$ cat config.mk
export PLATFORM = sky130hd
export DESIGN_NAME = cjg_call_ctrl_flat
export DESIGN_NICKNAME = d
export VERILOG_FILES = /design/src/rtl/cjg_call_ctrl_if.sv /design/src/rtl/cjg_call_ctrl.sv /design/src/flat_wrapper.sv
export SDC_FILE = /design/constraint.sdc
export NUM_CORES = 1
export LEC_CHECK = 0
export CORE_MARGIN = 2
export CORE_UTILIZATION = 27
export DETAILED_ROUTE_END_ITERATION = 6
export GPL_ROUTABILITY_DRIVEN = 0
export RECOVER_POWER = 25
export SYNTH_ARGS = -nofsm -noshare
export SYNTH_HDL_FRONTEND = slang
export SYNTH_SLANG_ARGS = --single-unit
$ cat constraint.sdc
create_clock -name clk -period 3.1 [get_ports clk]
set_clock_uncertainty 0.15 [all_clocks]
set_input_delay 0.775 -clock clk [delete_from_list [all_inputs] [get_ports clk]]
set_output_delay 0.775 -clock clk [all_outputs]
set_load 0.05 [all_outputs]
$ cat src/rtl/cjg_call_ctrl_if.sv
// rtl/cjg_call_ctrl_if.sv - control-unit and stack side signals of the call sequencer
interface cjg_call_ctrl_if #(
    parameter int WIDTH = 32,
    parameter int CW    = 5
);
    logic             call_req;
    logic             ret_req;
    logic             int_req;
    logic             reti_req;
    logic [WIDTH-1:0] pc_in;
    logic [WIDTH-1:0] sr_in;
    logic             err_clr;
    logic             ready;
    logic             done;
    logic             stack_push;
    logic             stack_pop;
    logic [WIDTH-1:0] stack_d;
    logic [WIDTH-1:0] stack_q;
    logic [WIDTH-1:0] pc_out;
    logic             pc_load;
    logic [WIDTH-1:0] sr_out;
    logic             sr_load;
    logic [CW-1:0]    depth;
    logic             overflow;
    logic             underflow;

    // Control unit and stack model side
    modport master (
        output call_req, ret_req, int_req, reti_req, pc_in, sr_in, err_clr, stack_q,
        input  ready, done, stack_push, stack_pop, stack_d, pc_out, pc_load,
               sr_out, sr_load, depth, overflow, underflow
    );

    // Sequencer side
    modport slave (
        input  call_req, ret_req, int_req, reti_req, pc_in, sr_in, err_clr, stack_q,
        output ready, done, stack_push, stack_pop, stack_d, pc_out, pc_load,
               sr_out, sr_load, depth, overflow, underflow
    );
endinterface

$ cat src/rtl/cjg_call_ctrl.sv
// rtl/cjg_call_ctrl.sv - call/return/interrupt sequencer in front of the hardware call stack
module cjg_call_ctrl #(
    parameter int WIDTH = 32,
    parameter int DEPTH = 16,
    parameter int CW    = 5
) (
    input  logic           clk,
    input  logic           reset,
    cjg_call_ctrl_if.slave bus,
    input  logic           scan_in0,
    input  logic           scan_en,
    input  logic           test_mode,
    output logic           scan_out0
);
    typedef enum logic [2:0] {
        S_IDLE,
        S_PUSH_PC,
        S_PUSH_SR,
        S_POP_SR,
        S_POP_PC
    } state_t;

    state_t           state;
    logic             op_int;
    logic [WIDTH-1:0] pc_cap;
    logic [WIDTH-1:0] sr_cap;
    logic [WIDTH-1:0] pc_out_r;
    logic [WIDTH-1:0] sr_out_r;
    logic             pc_load_r;
    logic             sr_load_r;
    logic             ready_r;
    logic [CW-1:0]    depth_r;
    logic             ovf_r;
    logic             unf_r;

    logic             push;
    logic             pop;
    logic             done_c;
    logic [WIDTH-1:0] d_c;
    logic             any_req;
    logic             at_full;
    logic             at_empty;

    // DFT hooks carry no function in RTL
    wire unused_dft = &{1'b0, scan_in0, scan_en, test_mode};
    assign scan_out0 = 1'b0;

    assign any_req  = bus.int_req | bus.reti_req | bus.call_req | bus.ret_req;
    assign at_full  = (depth_r == CW'(DEPTH));
    assign at_empty = (depth_r == '0);

    // Stack strobes and done decode straight from the current state
    always_comb begin
        push   = 1'b0;
        pop    = 1'b0;
        done_c = 1'b0;
        d_c    = '0;
        case (state)
            S_PUSH_PC: begin
                push   = 1'b1;
                d_c    = pc_cap;
                done_c = ~op_int;
            end
            S_PUSH_SR: begin
                push   = 1'b1;
                d_c    = sr_cap;
                done_c = 1'b1;
            end
            S_POP_SR: pop = 1'b1;
            S_POP_PC: begin
                pop    = 1'b1;
                done_c = 1'b1;
            end
            default: ;
        endcase
    end

    // Sequencer FSM, reload capture, occupancy tracking and sticky error flags
    always_ff @(posedge clk or negedge reset) begin
        if (!reset) begin
            state     <= S_IDLE;
            op_int    <= 1'b0;
            pc_cap    <= '0;
            sr_cap    <= '0;
            pc_out_r  <= '0;
            sr_out_r  <= '0;
            pc_load_r <= 1'b0;
            sr_load_r <= 1'b0;
            ready_r   <= 1'b0;
            depth_r   <= '0;
            ovf_r     <= 1'b0;
            unf_r     <= 1'b0;
        end else begin
            pc_load_r <= (state == S_POP_PC);
            sr_load_r <= (state == S_POP_SR);
            if (state == S_POP_PC) pc_out_r <= bus.stack_q;
            if (state == S_POP_SR) sr_out_r <= bus.stack_q;

            case (state)
                S_IDLE: begin
                    // ready is held low for the first cycle out of reset
                    ready_r <= 1'b1;
                    if (ready_r && any_req) begin
                        ready_r <= 1'b0;
                        pc_cap  <= bus.pc_in;
                        sr_cap  <= bus.sr_in;
                        if (bus.int_req) begin
                            op_int <= 1'b1;
                            state  <= S_PUSH_PC;
                        end else if (bus.reti_req) begin
                            state  <= S_POP_SR;
                        end else if (bus.call_req) begin
                            op_int <= 1'b0;
                            state  <= S_PUSH_PC;
                        end else begin
                            state  <= S_POP_PC;
                        end
                    end
                end
                S_PUSH_PC: begin
                    if (op_int) begin
                        state <= S_PUSH_SR;
                    end else begin
                        state   <= S_IDLE;
                        ready_r <= 1'b1;
                    end
                end
                S_PUSH_SR: begin
                    state   <= S_IDLE;
                    ready_r <= 1'b1;
                end
                S_POP_SR: state <= S_POP_PC;
                S_POP_PC: begin
                    state   <= S_IDLE;
                    ready_r <= 1'b1;
                end
                default: begin
                    state   <= S_IDLE;
                    ready_r <= 1'b1;
                end
            endcase

            // Saturating occupancy; strobes still go out at the limits
            if (push && !at_full)
                depth_r <= depth_r + CW'(1);
            else if (pop && !at_empty)
                depth_r <= depth_r - CW'(1);

            // A new error in the same cycle as err_clr keeps the flag set
            ovf_r <= (ovf_r & ~bus.err_clr) | (push & at_full);
            unf_r <= (unf_r & ~bus.err_clr) | (pop & at_empty);
        end
    end

    assign bus.ready      = ready_r;
    assign bus.done       = done_c;
    assign bus.stack_push = push;
    assign bus.stack_pop  = pop;
    assign bus.stack_d    = d_c;
    assign bus.pc_out     = pc_out_r;
    assign bus.pc_load    = pc_load_r;
    assign bus.sr_out     = sr_out_r;
    assign bus.sr_load    = sr_load_r;
    assign bus.depth      = depth_r;
    assign bus.overflow   = ovf_r;
    assign bus.underflow  = unf_r;
endmodule

$ cat src/flat_wrapper.sv
// flat-port wrapper written by rule: the top's interface ports become plain ports
module cjg_call_ctrl_flat 
#(
    parameter int WIDTH = 32,
    parameter int DEPTH = 16,
    parameter int CW    = 5
)
  (clk, reset, scan_in0, scan_en, test_mode, scan_out0, bus_call_req, bus_ret_req, bus_int_req, bus_reti_req, bus_pc_in, bus_sr_in, bus_err_clr, bus_stack_q, bus_ready, bus_done, bus_stack_push, bus_stack_pop, bus_stack_d, bus_pc_out, bus_pc_load, bus_sr_out, bus_sr_load, bus_depth, bus_overflow, bus_underflow);
  cjg_call_ctrl_if #(.WIDTH(WIDTH), .CW(CW)) bus_i ();
  input  logic clk;
  input  logic reset;
  input  logic scan_in0;
  input  logic scan_en;
  input  logic test_mode;
  output logic scan_out0;
  input wire logic [$bits(bus_i.call_req)-1:0] bus_call_req;
  input wire logic [$bits(bus_i.ret_req)-1:0] bus_ret_req;
  input wire logic [$bits(bus_i.int_req)-1:0] bus_int_req;
  input wire logic [$bits(bus_i.reti_req)-1:0] bus_reti_req;
  input wire logic [$bits(bus_i.pc_in)-1:0] bus_pc_in;
  input wire logic [$bits(bus_i.sr_in)-1:0] bus_sr_in;
  input wire logic [$bits(bus_i.err_clr)-1:0] bus_err_clr;
  input wire logic [$bits(bus_i.stack_q)-1:0] bus_stack_q;
  output wire logic [$bits(bus_i.ready)-1:0] bus_ready;
  output wire logic [$bits(bus_i.done)-1:0] bus_done;
  output wire logic [$bits(bus_i.stack_push)-1:0] bus_stack_push;
  output wire logic [$bits(bus_i.stack_pop)-1:0] bus_stack_pop;
  output wire logic [$bits(bus_i.stack_d)-1:0] bus_stack_d;
  output wire logic [$bits(bus_i.pc_out)-1:0] bus_pc_out;
  output wire logic [$bits(bus_i.pc_load)-1:0] bus_pc_load;
  output wire logic [$bits(bus_i.sr_out)-1:0] bus_sr_out;
  output wire logic [$bits(bus_i.sr_load)-1:0] bus_sr_load;
  output wire logic [$bits(bus_i.depth)-1:0] bus_depth;
  output wire logic [$bits(bus_i.overflow)-1:0] bus_overflow;
  output wire logic [$bits(bus_i.underflow)-1:0] bus_underflow;
  assign bus_i.call_req = bus_call_req;
  assign bus_i.ret_req = bus_ret_req;
  assign bus_i.int_req = bus_int_req;
  assign bus_i.reti_req = bus_reti_req;
  assign bus_i.pc_in = bus_pc_in;
  assign bus_i.sr_in = bus_sr_in;
  assign bus_i.err_clr = bus_err_clr;
  assign bus_i.stack_q = bus_stack_q;
  assign bus_ready = bus_i.ready;
  assign bus_done = bus_i.done;
  assign bus_stack_push = bus_i.stack_push;
  assign bus_stack_pop = bus_i.stack_pop;
  assign bus_stack_d = bus_i.stack_d;
  assign bus_pc_out = bus_i.pc_out;
  assign bus_pc_load = bus_i.pc_load;
  assign bus_sr_out = bus_i.sr_out;
  assign bus_sr_load = bus_i.sr_load;
  assign bus_depth = bus_i.depth;
  assign bus_overflow = bus_i.overflow;
  assign bus_underflow = bus_i.underflow;
  cjg_call_ctrl #(.WIDTH(WIDTH), .DEPTH(DEPTH), .CW(CW)) u_core (.clk(clk), .reset(reset), .bus(bus_i), .scan_in0(scan_in0), .scan_en(scan_en), .test_mode(test_mode), .scan_out0(scan_out0));
endmodule
==> out/qor.yml <==
run_status:
  status: "complete, no violations"
pwr:
  power_leakage_uw: 0.00440
  p_per_area_nw_per_um2: 1400
  irDropWorstVdd_uv: 572
clock_tree:
  clk_path_buf_depth: 2
  cts.clk_slew.worst_paths_ns: 0.06
  htree_num_levels: 4
  clock_sinks: 142
  clock_latency_ns: 0.42
  cts_setup_buffers: 0
  cts_resized: 0
  cts-root-buf: "clkbuf_16"
  ctsHoldBuffers: 0
  cts_inserted_buffers: 17
  cts_tree: "yes"
worst_setup_path:
  cp_slowest_cell: "dfrtp_1"
  startpoint_type: "register"
  ff2ff_setup_slack_ns: 0.36
  critPathRequiredTime_ns: 2.17
  arrival_ns: 1.94
  path_cells: "inv_1 -> and3_1 -> buf_12 -> a22o_1 -> buf_12"
  critical_path.most_common_cell: "buf_12"
  end_kind: "primary output"
  crit_path_max_fanout: 32
  crit_path_max_incr_delay_ns: 0.50
  critPathKind: "register to primary output"
final_layout:
  mostFrequentLayoutCells: "nand2_1 (196), clkdlybuf4s50_1 (175), dfrtp_1 (142)"
  final_cell_area_sq_um: 9600
  fin_nets: 865
  drive_gt1_share_pct: 20.8
  final_common_cell: "nand2_1"
  area_growth_pct: 56.1
  layoutNonFillerInstCount: 1053
  diodes: 0
  n_fill_cell: 2140
route:
  vias: 4726
  detail-route-antenna-nets: 0
  first_pass_iters: 4
  drt-initial-drc-count: 149
  via_per_inst: 4.49
  wl_per_cell_um: 16.5
  totalWireLength_mm: 17.4
  drc: 0
global_route:
  groute.usage.overall_pct: 14.9
  top_usage_layer: "met2"
  grt_max_degree: 56
  grt_util_met1_pct: 18.0
  grtUsageMet3_pct: 6.49
  antenna_found_initial: 0
  grt_pass1_vias: 5018
  gr-total-overflow: 0
  grt_first_pass_wirelength_mm: 27.8
  use_met2_pct: 24.2
logic_synthesis:
  synth_mux_area_share_pct: 15.1
  synth-simple-area-share_pct: 14.1
  synth-xor-area-share_pct: 0.570
  synth_fa_ha_area_share_pct: 0.936
  yosys.cell_types.count: 41
  yosysWarnings: 0
  ys_seq_elements: 142
  ys_seq_area_share_pct: 57.8
  synth.cell_area_sq_um: 6150
  syn-num-nets: 645
  synth_area_leaders: "dfrtp_1 (58%), mux2_4 (13%), nand2_1 (12%)"
  synthCells: 535
  synth_top_family_by_area: "multiplexers"
  yosysTopAreaCell: "dfrtp_1"
  synth.top_cell.area_share_pct: 57.8
  synth_compound_area_share_pct: 7.93
  syn-mean-instance-area_sq_um: 11.5
timing:
  report.final.setup_viol: 0
  final_hold_viol_count: 0
  tightest_slew_ns: 1.41
  setup_ws_ns: 0.234
  fin_crit_sh_pct: 92.5
  grt_setup_unrepaired: "false"
  setup_tns_ns: 0
  report.final.slew_viol_count: 0
  fmax_ghz: 0.349
  max_slew_margin_pct: 6.04
  finalCriticalPeriod_ns: 2.87
placement:
  place_area_sq_um: 9000
  hpwl_mm: 12.0
  dp_cells: 1021
  placement.io_buffers: 211
  place_ws_ns: 0.128
die:
  rows: 55
  ioPinCount: 216
  coreArea_sq_um: 22500
  start_util_pct: 27.3
  die_y_um: 155
  die_w_um: 155
  dieArea_sq_um: 24000
worst_hold_path:
  hold_path_class: "register to register"
job:
  cap_violations: 0
-- stage by stage --
step / power (uW) / hold WS [ns] / utilization [%]
floorplan: 8350 / 0.329 / -
global placement: 11200 / 0.307 / 40.0
detailed placement: 11300 / 0.311 / 40.0
CTS: 13600 / 0.173 / 42.7
global route: 14100 / 0.339 / 42.6
finish: 13400 / 0.323 / 42.6
-- report_power, final --
group	internal, uW	switching [uW]	leakage, uW	total, uW
Combinational	3440	4410	0.00240	7850
Sequential	2800	584	0.00170	3380
Clock	1300	861	0.000300	2170
Total	7540	5850	0.00440	13400
-- Yosys cell counts, drive strengths merged --
cell type  number
mux2           65
nand2b          3
nor4            1
o21ai           6
or3             1
nand4b          1
nor3            6
xor2            2
nand2         196
a32o            2
xnor2           2
a32oi           1
nand3b          1
a211oi          3
a21o            4
ha              3
fa              1
inv             8
dfrtp         142
nor2            3
a21oi          10
or3b            1
clkbuf         17
clkinv          1
buf            13
nand3           1
o22ai           3
a22o           32
a21bo           1
nor2b           1
a22oi           1
conb            1
and3            2
-- sequential cells by signal (all words and copies together), names as in the netlist, 3 cells and up --
name,flops
u_core.bus.depth,5
u_core.bus.pc_out,32
u_core.bus.sr_out,32
u_core.pc_cap,32
u_core.sr_cap,32
u_core.state,3
-- critical path: cells and delay by family, from the launching register on --
family,cells,cell delay (ns)
AND/OR/NAND/NOR,1,0.21
flip-flops,1,0.50
buffers and inverters,3,0.50
AO/OA/AOI/OAI,1,0.29
-- final timing paths --
check / start / end / depth (start not counted)
min in group asynchronous: reset / u_core.pc_cap[31]$_DFFE_PN0P_ / 1
hold reg to reg: u_core.bus.sr_out[26]$_DFFE_PN0P_ / u_core.bus.sr_out[26]$_DFFE_PN0P_ / 2
setup reg to reg: u_core.state[0]$_DFFE_PN0P_ / u_core.bus.depth[4]$_DFFE_PN0P_ / 9
setup / recovery: u_core.state[2]$_DFFE_PN0P_ / bus_stack_d[22] / 5
max in group asynchronous: reset / u_core.bus.pc_out[21]$_DFFE_PN0P_ / 2
hold / removal: u_core.bus.sr_out[26]$_DFFE_PN0P_ / u_core.bus.sr_out[26]$_DFFE_PN0P_ / 2
-- cell type report --
| class | count | area, sq um | share of cell area [%] |
|---|---|---|---|
| Clock buffer | 18 | 439 | 4.58 |
| Sequential cell | 142 | 3550 | 37.0 |
| Clock inverter | 14 | 179 | 1.86 |
| Inverter | 9 | 33.8 | 0.352 |
| Multi-Input combinational cell | 354 | 2390 | 24.9 |
| Tap cell | 285 | 357 | 3.72 |
| Timing Repair Buffer | 231 | 2640 | 27.5 |
-- logic make-up after synthesis --
family	count (synthesis)
buffers and inverters	39
other	1
and+or+nand+nor	217
adders and majority gates	4
AOI/OAI and AO/OA	63
muxes	65
xor gates and xnor gates	4
DFF	142
-- layer usage --
layer	vias to the layer above	routed length, um
met4	0	182
met1	2290	7390
met5	-	0
li1	2229	-
met2	195	7980
met3	12	1820
No activity file was read; power rests on OpenSTA's default activity.
